### config.mk
export PLATFORM = sky130hd
export DESIGN_NAME = jt900h_busctl
export DESIGN_NICKNAME = d
export VERILOG_FILES = /design/src/rtl/jt900h_busctl_pkg.sv /design/src/rtl/jt900h_busdec.sv /design/src/rtl/jt900h_busctl.sv
export SDC_FILE = /design/constraint.sdc
export NUM_CORES = 1
export LEC_CHECK = 0
export CORE_ASPECT_RATIO = 0.9
export CORE_UTILIZATION = 49
export CTS_CLUSTER_DIAMETER = 200
export CTS_CLUSTER_SIZE = 30
export DETAILED_ROUTE_END_ITERATION = 8
export PLACE_DENSITY = 0.89
export SLEW_MARGIN = 10
export SYNTH_ARGS = -nofsm -noshare
export SYNTH_HDL_FRONTEND = slang
export SYNTH_SLANG_ARGS = --single-unit
### constraint.sdc
create_clock -name clk -period 4.8 [get_ports clk]
set_input_delay 0.96 -clock clk [delete_from_list [all_inputs] [get_ports clk]]
set_output_delay 0.96 -clock clk [all_outputs]
set_load 0.02 [all_outputs]
### src/rtl/jt900h_busctl_pkg.sv
// Shared definitions for the jt900h bus bridge: widths, region indices,
// bridge states and the latched external request.
package jt900h_busctl_pkg;

  localparam int unsigned AW     = 24;
  localparam int unsigned BAW    = 23;
  localparam int unsigned DW     = 16;
  localparam int unsigned WCNT_W = 4;
  localparam int unsigned TCNT_W = 8;

  localparam int unsigned CS_ROM = 0;
  localparam int unsigned CS_RAM = 1;
  localparam int unsigned CS_IO  = 2;

  typedef enum logic [1:0] {
    BUS_IDLE,
    BUS_WAIT,
    BUS_ACK,
    BUS_DONE
  } bus_state_t;

  typedef struct packed {
    logic [BAW-1:0] addr;
    logic [DW-1:0]  data;
    logic [1:0]     we;
    logic [2:0]     cs;
  } bus_req_t;

endpackage

### src/rtl/jt900h_busdec.sv
// Combinational address decoder: byte address to one-hot region select
// plus that region's wait-state count.
module jt900h_busdec
  import jt900h_busctl_pkg::*;
#(
  parameter logic [AW-1:0] IO_END    = 24'h000100,
  parameter logic [AW-1:0] ROM_START = 24'h200000,
  parameter int unsigned   WAIT_IO   = 2,
  parameter int unsigned   WAIT_RAM  = 0,
  parameter int unsigned   WAIT_ROM  = 1
)(
  input  logic [AW-1:0]     addr,
  output logic [2:0]        cs,
  output logic [WCNT_W-1:0] wait_cnt
);

  always_comb begin
    cs       = '0;
    wait_cnt = '0;
    if (addr >= ROM_START) begin
      cs[CS_ROM] = 1'b1;
      wait_cnt   = WCNT_W'(WAIT_ROM);
    end else if (addr < IO_END) begin
      cs[CS_IO]  = 1'b1;
      wait_cnt   = WCNT_W'(WAIT_IO);
    end else begin
      cs[CS_RAM] = 1'b1;
      wait_cnt   = WCNT_W'(WAIT_RAM);
    end
  end

endmodule

### src/rtl/jt900h_busctl.sv
// Bus bridge behind the CPU RAM controller: decodes regions, inserts wait
// states, waits for bus_ok and stalls the CPU via cpu_cen until done.
module jt900h_busctl
  import jt900h_busctl_pkg::*;
#(
  parameter logic [AW-1:0] IO_END    = 24'h000100,
  parameter logic [AW-1:0] ROM_START = 24'h200000,
  parameter int unsigned   WAIT_IO   = 2,
  parameter int unsigned   WAIT_RAM  = 0,
  parameter int unsigned   WAIT_ROM  = 1,
  parameter int unsigned   TOUT      = 255
)(
  input  logic           clk,
  input  logic           rst,
  input  logic           cen,
  output logic           cpu_cen,
  input  logic [AW-1:0]  ram_addr,
  input  logic [DW-1:0]  ram_din,
  input  logic [1:0]     ram_we,
  output logic [DW-1:0]  ram_dout,
  output logic [BAW-1:0] bus_addr,
  output logic [DW-1:0]  bus_dout,
  output logic [1:0]     bus_we,
  output logic [2:0]     bus_cs,
  input  logic [DW-1:0]  bus_din,
  input  logic           bus_ok,
  output logic           bus_err
);

  bus_state_t        state, state_nxt;
  bus_req_t          req, req_nxt;
  logic [DW-1:0]     dout_q, dout_nxt;
  logic              err_q, err_nxt;
  logic [BAW-1:0]    last_addr, last_nxt;
  logic              valid, valid_nxt;
  logic [WCNT_W-1:0] wcnt, wcnt_nxt;
  logic [TCNT_W-1:0] tcnt, tcnt_nxt;
  logic              is_wr, is_wr_nxt;
  logic              is_rom, is_rom_nxt;
  logic              rel, rel_nxt;
  logic [2:0]        dec_cs;
  logic [WCNT_W-1:0] dec_wait;
  logic              new_req_c;

  jt900h_busdec #(
    .IO_END   (IO_END),
    .ROM_START(ROM_START),
    .WAIT_IO  (WAIT_IO),
    .WAIT_RAM (WAIT_RAM),
    .WAIT_ROM (WAIT_ROM)
  ) u_dec (
    .addr    (ram_addr),
    .cs      (dec_cs),
    .wait_cnt(dec_wait)
  );

  // rel marks the IDLE cycle right after DONE: that cycle belongs to the
  // controller so a held write or refetch cannot retrigger itself.
  assign new_req_c = (state == BUS_IDLE) && !rel &&
                     ((ram_we != 2'b00) || !valid || (ram_addr[AW-1:1] != last_addr));
  assign cpu_cen   = cen & ~(new_req_c | (state != BUS_IDLE));

  assign ram_dout = dout_q;
  assign bus_addr = req.addr;
  assign bus_dout = req.data;
  assign bus_we   = req.we;
  assign bus_cs   = req.cs;
  assign bus_err  = err_q;

  always_comb begin
    state_nxt  = state;
    req_nxt    = req;
    dout_nxt   = dout_q;
    err_nxt    = err_q;
    last_nxt   = last_addr;
    valid_nxt  = valid;
    wcnt_nxt   = wcnt;
    tcnt_nxt   = tcnt;
    is_wr_nxt  = is_wr;
    is_rom_nxt = is_rom;
    rel_nxt    = rel;
    case (state)
      BUS_IDLE: begin
        rel_nxt = 1'b0;
        if (new_req_c) begin
          state_nxt    = BUS_WAIT;
          req_nxt.addr = ram_addr[AW-1:1];
          req_nxt.data = ram_din;
          req_nxt.cs   = dec_cs;
          req_nxt.we   = dec_cs[CS_ROM] ? 2'b00 : ram_we;
          wcnt_nxt     = dec_wait;
          tcnt_nxt     = '0;
          is_wr_nxt    = (ram_we != 2'b00);
          is_rom_nxt   = dec_cs[CS_ROM];
        end
      end
      BUS_WAIT: begin
        if (wcnt == '0) state_nxt = BUS_ACK;
        else            wcnt_nxt  = wcnt - WCNT_W'(1);
      end
      BUS_ACK: begin
        // ROM writes have no target, so they never wait for bus_ok
        if (bus_ok || (is_wr && is_rom)) begin
          if (!is_wr) dout_nxt = bus_din;
          last_nxt   = req.addr;
          valid_nxt  = !is_wr;
          req_nxt.cs = '0;
          req_nxt.we = '0;
          state_nxt  = BUS_DONE;
        end else if (tcnt == TCNT_W'(TOUT)) begin
          if (!is_wr) dout_nxt = '1;
          err_nxt    = 1'b1;
          valid_nxt  = 1'b0;
          req_nxt.cs = '0;
          req_nxt.we = '0;
          state_nxt  = BUS_DONE;
        end else begin
          tcnt_nxt = tcnt + TCNT_W'(1);
        end
      end
      BUS_DONE: begin
        rel_nxt   = 1'b1;
        state_nxt = BUS_IDLE;
      end
      default: state_nxt = BUS_IDLE;
    endcase
  end

  always_ff @(posedge clk or posedge rst) begin
    if (rst) begin
      state     <= BUS_IDLE;
      req       <= '0;
      dout_q    <= '0;
      err_q     <= 1'b0;
      last_addr <= '0;
      valid     <= 1'b0;
      wcnt      <= '0;
      tcnt      <= '0;
      is_wr     <= 1'b0;
      is_rom    <= 1'b0;
      rel       <= 1'b0;
    end else if (cen) begin
      state     <= state_nxt;
      req       <= req_nxt;
      dout_q    <= dout_nxt;
      err_q     <= err_nxt;
      last_addr <= last_nxt;
      valid     <= valid_nxt;
      wcnt      <= wcnt_nxt;
      tcnt      <= tcnt_nxt;
      is_wr     <= is_wr_nxt;
      is_rom    <= is_rom_nxt;
      rel       <= rel_nxt;
    end
  end

endmodule

==> results by group <==
CTS
  – CTS root buf: clkbuf_8
  – CTS resizes: 0
  – H-tree depth: 3
  – Clk buf depth: 2
  – CTS tree: done
  – Clock sinks: 102
  – Hold Buf Count CTS: 0
  – Setup bufs post-CTS: 0
  – Inserted Clock Buffers: 9
  – Clk_lat worst skew: between 0.3 and 0.4 ns
  – Clock Pin Slew Worst Setup and Hold Paths: 0.10 ns

Timing
  – Fin. max-slew vios: 0
  – Final setup vio count: 0
  – Worst slew pin tran: just under 1 ns
  – Setup_tns: 0 ns
  – RSZ-0062 raised after global routing: false
  – Fmax: 0.225 GHz
  – Final hold violations: 0
  – Final Cycle Share: 92.5%
  – Skew final: 0.0147 ns
  – Setup slack after layout: 0.358 ns
  – Rel. slew slack: 34.8%
  – Min cycle time layout: 4.44 ns

Global routing
  – Initial antenna violation count: 0
  – Total overflow reported by the global router: 0
  – Largest net degree at the start of global routing: 73
  – First-pass GRT wire length: roughly 17 mm
  – Vias in the first global route: 3,505
  – All-Layer GR Usage: 21.9%

Logic synthesis
  – Syn Nets: 462
  – Unique cell type count in the Yosys netlist: 49
  – Post-synthesis sequential area ratio: 52.8%
  – Ys flop type: dfrtp_1
  – Number of synthesized register bits: 102
  – Post-synth EDFFs: 0
  – Mapped cell area: 4830 sq um
  – Mean area per synthesized cell: approximately 12 sq um
  – Cells after synthesis: 393
  – Ys async rst share: 100%
  – Syn. warnings: 0

Placement
  – Detailed placement HPWL: approximately 7.8 mm
  – Port buffer count: 122
  – Place WS: 0.356 ns
  – Placer Congestion: 0.812
  – Placed Cells: 633

Finish
  – Syn-to-layout area delta: 31.3%
  – Final Util: ~66%
  – Fin nets: between 500 and 600
  – Layout cells sized above 1: about a fifth
  – Finished Layout Cells: 649
  – Antenna Cells: 0
  – FILL cells: 747

Routing
  – Vias post-DR: roughly 3,500
  – DR vias/cell: 5.36
  – Remaining DRCs: 0
  – DR pass1 iterations: 4
  – Routed WL per cell: 16.5 microns
  – Iteration-0 DRC Markers: about 120
  – Final WL: roughly 11 mm
  – Post-route ant nets: 0

Run status
  – Run status: completed

Worst setup path
  – Setup crit end kind: output port
  – Critical Path RT: 3.84 ns
  – Worst Setup Start Kind: input port
  – Crit Path Class: in -> out
  – Reg2reg path depth: 7
  – Arrival time at the worst endpoint: 3.48 ns
  – Max FO, Critical Path: 4

Floorplan
  – Die ar.: 10,300 sq um
  – Ports: 124
  – Core footprint: 9610 sq um
  – Width of the die: 107 microns
  – Initial core utilization: roughly half
  – Die height: 96.2 microns
  – Num rows: 34

Pwr
  – PD cells: 631 nW/um^2
  – Worst ir drop on vdd: a little over 400 uV
  – Pleak: 2.69 nW

Worst hold path
  – Worst Hold Path Cells: 1
  – HP Class: reg -> reg

Flow run
  – Max cap viols: 0
[state kept, by name, summed over array words and instances (netlist names)]
name       flops
bus_addr      23
last_addr     23
bus_dout      16
ram_dout      16
tcnt           8
wcnt           4
bus_cs         3
bus_we         2
state          2
bus_err        1
is_rom         1
is_wr          1
rel            1
valid          1
[cell usage in the layout (no fill, tap or decap), types with 11 or more instances in the layout]
cell	n
mux2_4	37
a21oi_1	20
nand2_1	17
nor2_1	46
mux2_2	28
xor2_1	18
clkdlybuf4s50_1	122
clkbuf_8	11
o21ai_0	16
dfrtp_1	102
[synthesized netlist by cell type, types with 3 or more instances]
| master | n | share of area (%) |
|---|---|---|
| a21oi_1 | 20 | 2.1 |
| a22o_1 | 3 | 0.54 |
| buf_12 | 3 | 1.2 |
| clkbuf_1 | 7 | 0.54 |
| dfrtp_1 | 102 | 53 |
| ha_1 | 7 | 1.8 |
| inv_1 | 8 | 0.62 |
| mux2_2 | 28 | 6.5 |
| mux2_4 | 37 | 11 |
| nand2_1 | 17 | 1.3 |
| nand3_1 | 7 | 0.72 |
| nand3b_1 | 3 | 0.47 |
| nand4_1 | 4 | 0.52 |
| nor2_1 | 47 | 3.7 |
| nor3_1 | 8 | 0.83 |
| nor4_1 | 4 | 0.52 |
| nor4_2 | 5 | 1.3 |
| o21ai_0 | 16 | 1.7 |
| o31ai_1 | 7 | 1.1 |
| xnor2_1 | 5 | 0.91 |
| xor2_1 | 18 | 3.3 |
[cell type report]
cell class	instances	area (sq um)	share of cell area [%]
flip-flops and latches	102	2550	40.2
well taps	126	158	2.49
repair buffers	129	1270	20.1
inverters	8	32.5	0.513
clock inverters	5	42.5	0.671
multi-input cells	268	2130	33.6
clock buffers	11	151	2.39
[critical path: stages]
cell and delay [ns]:
clkdlybuf4s50_1 0.48, xor2_1 0.18, nor4_2 0.32, nand2_1 0.18
nor4_1 0.38, buf_4 0.20, nor2_1 0.05, nor2_1 0.11
clkdlybuf4s50_1 0.61
[routing by layer]
metal	vias to the layer above	track usage [%]	routed length, microns
met2	119	37.3	5350
met5	-	0	0
met1	1712	28.2	4760
met4	0	5.48	81
met3	7	5.48	535
li1	1642	-	-
[cells by family (layout without fill, tap and decap cells)]
family / Yosys count / after routing / share of synthesized area (%)
and+or+nand+nor: 113 / 113 / 12.1
DFF: 102 / 102 / 52.8
adders and majority gates: 7 / 7 / 1.81
buffers and inverters: 23 / 153 / 3.21
AOI/OAI and AO/OA: 59 / 59 / 7.64
muxes: 66 / 66 / 18.2
xor gates and xnor gates: 23 / 23 / 4.17
[stage by stage]
stage	power (mW)	area, sq um	hold slack, ns
finish	4.00	6340	0.488
global route	4.25	6340	0.519
CTS	4.03	6340	0.489
detailed placement	3.50	6150	0.467
global placement	3.40	6150	0.465
floorplan	2.73	4830	0.446
[report_power, final]
group / internal [mW] / switching [mW]
registers: 1.25 / 0.277
clock network: 0.223 / 0.300
logic: 1.05 / 0.912
[path summary, 6_finish.rpt]
path,startpoint,endpoint,slack (ns)
worst max-delay path,ram_addr[16],cpu_cen,0.36
worst min-delay path,bus_err$_DFFE_PP0P_,bus_err$_DFFE_PP0P_,0.49
worst max register to register,state[0]$_DFFE_PP0P_,bus_addr[16]$_DFFE_PP0P_,1.88
worst min register to register,bus_err$_DFFE_PP0P_,bus_err$_DFFE_PP0P_,0.49
max in group asynchronous,rst,bus_dout[12]$_DFFE_PP0P_,2.73
min in group asynchronous,rst,bus_dout[6]$_DFFE_PP0P_,1.13
No activity file was read; power rests on OpenSTA's default activity.
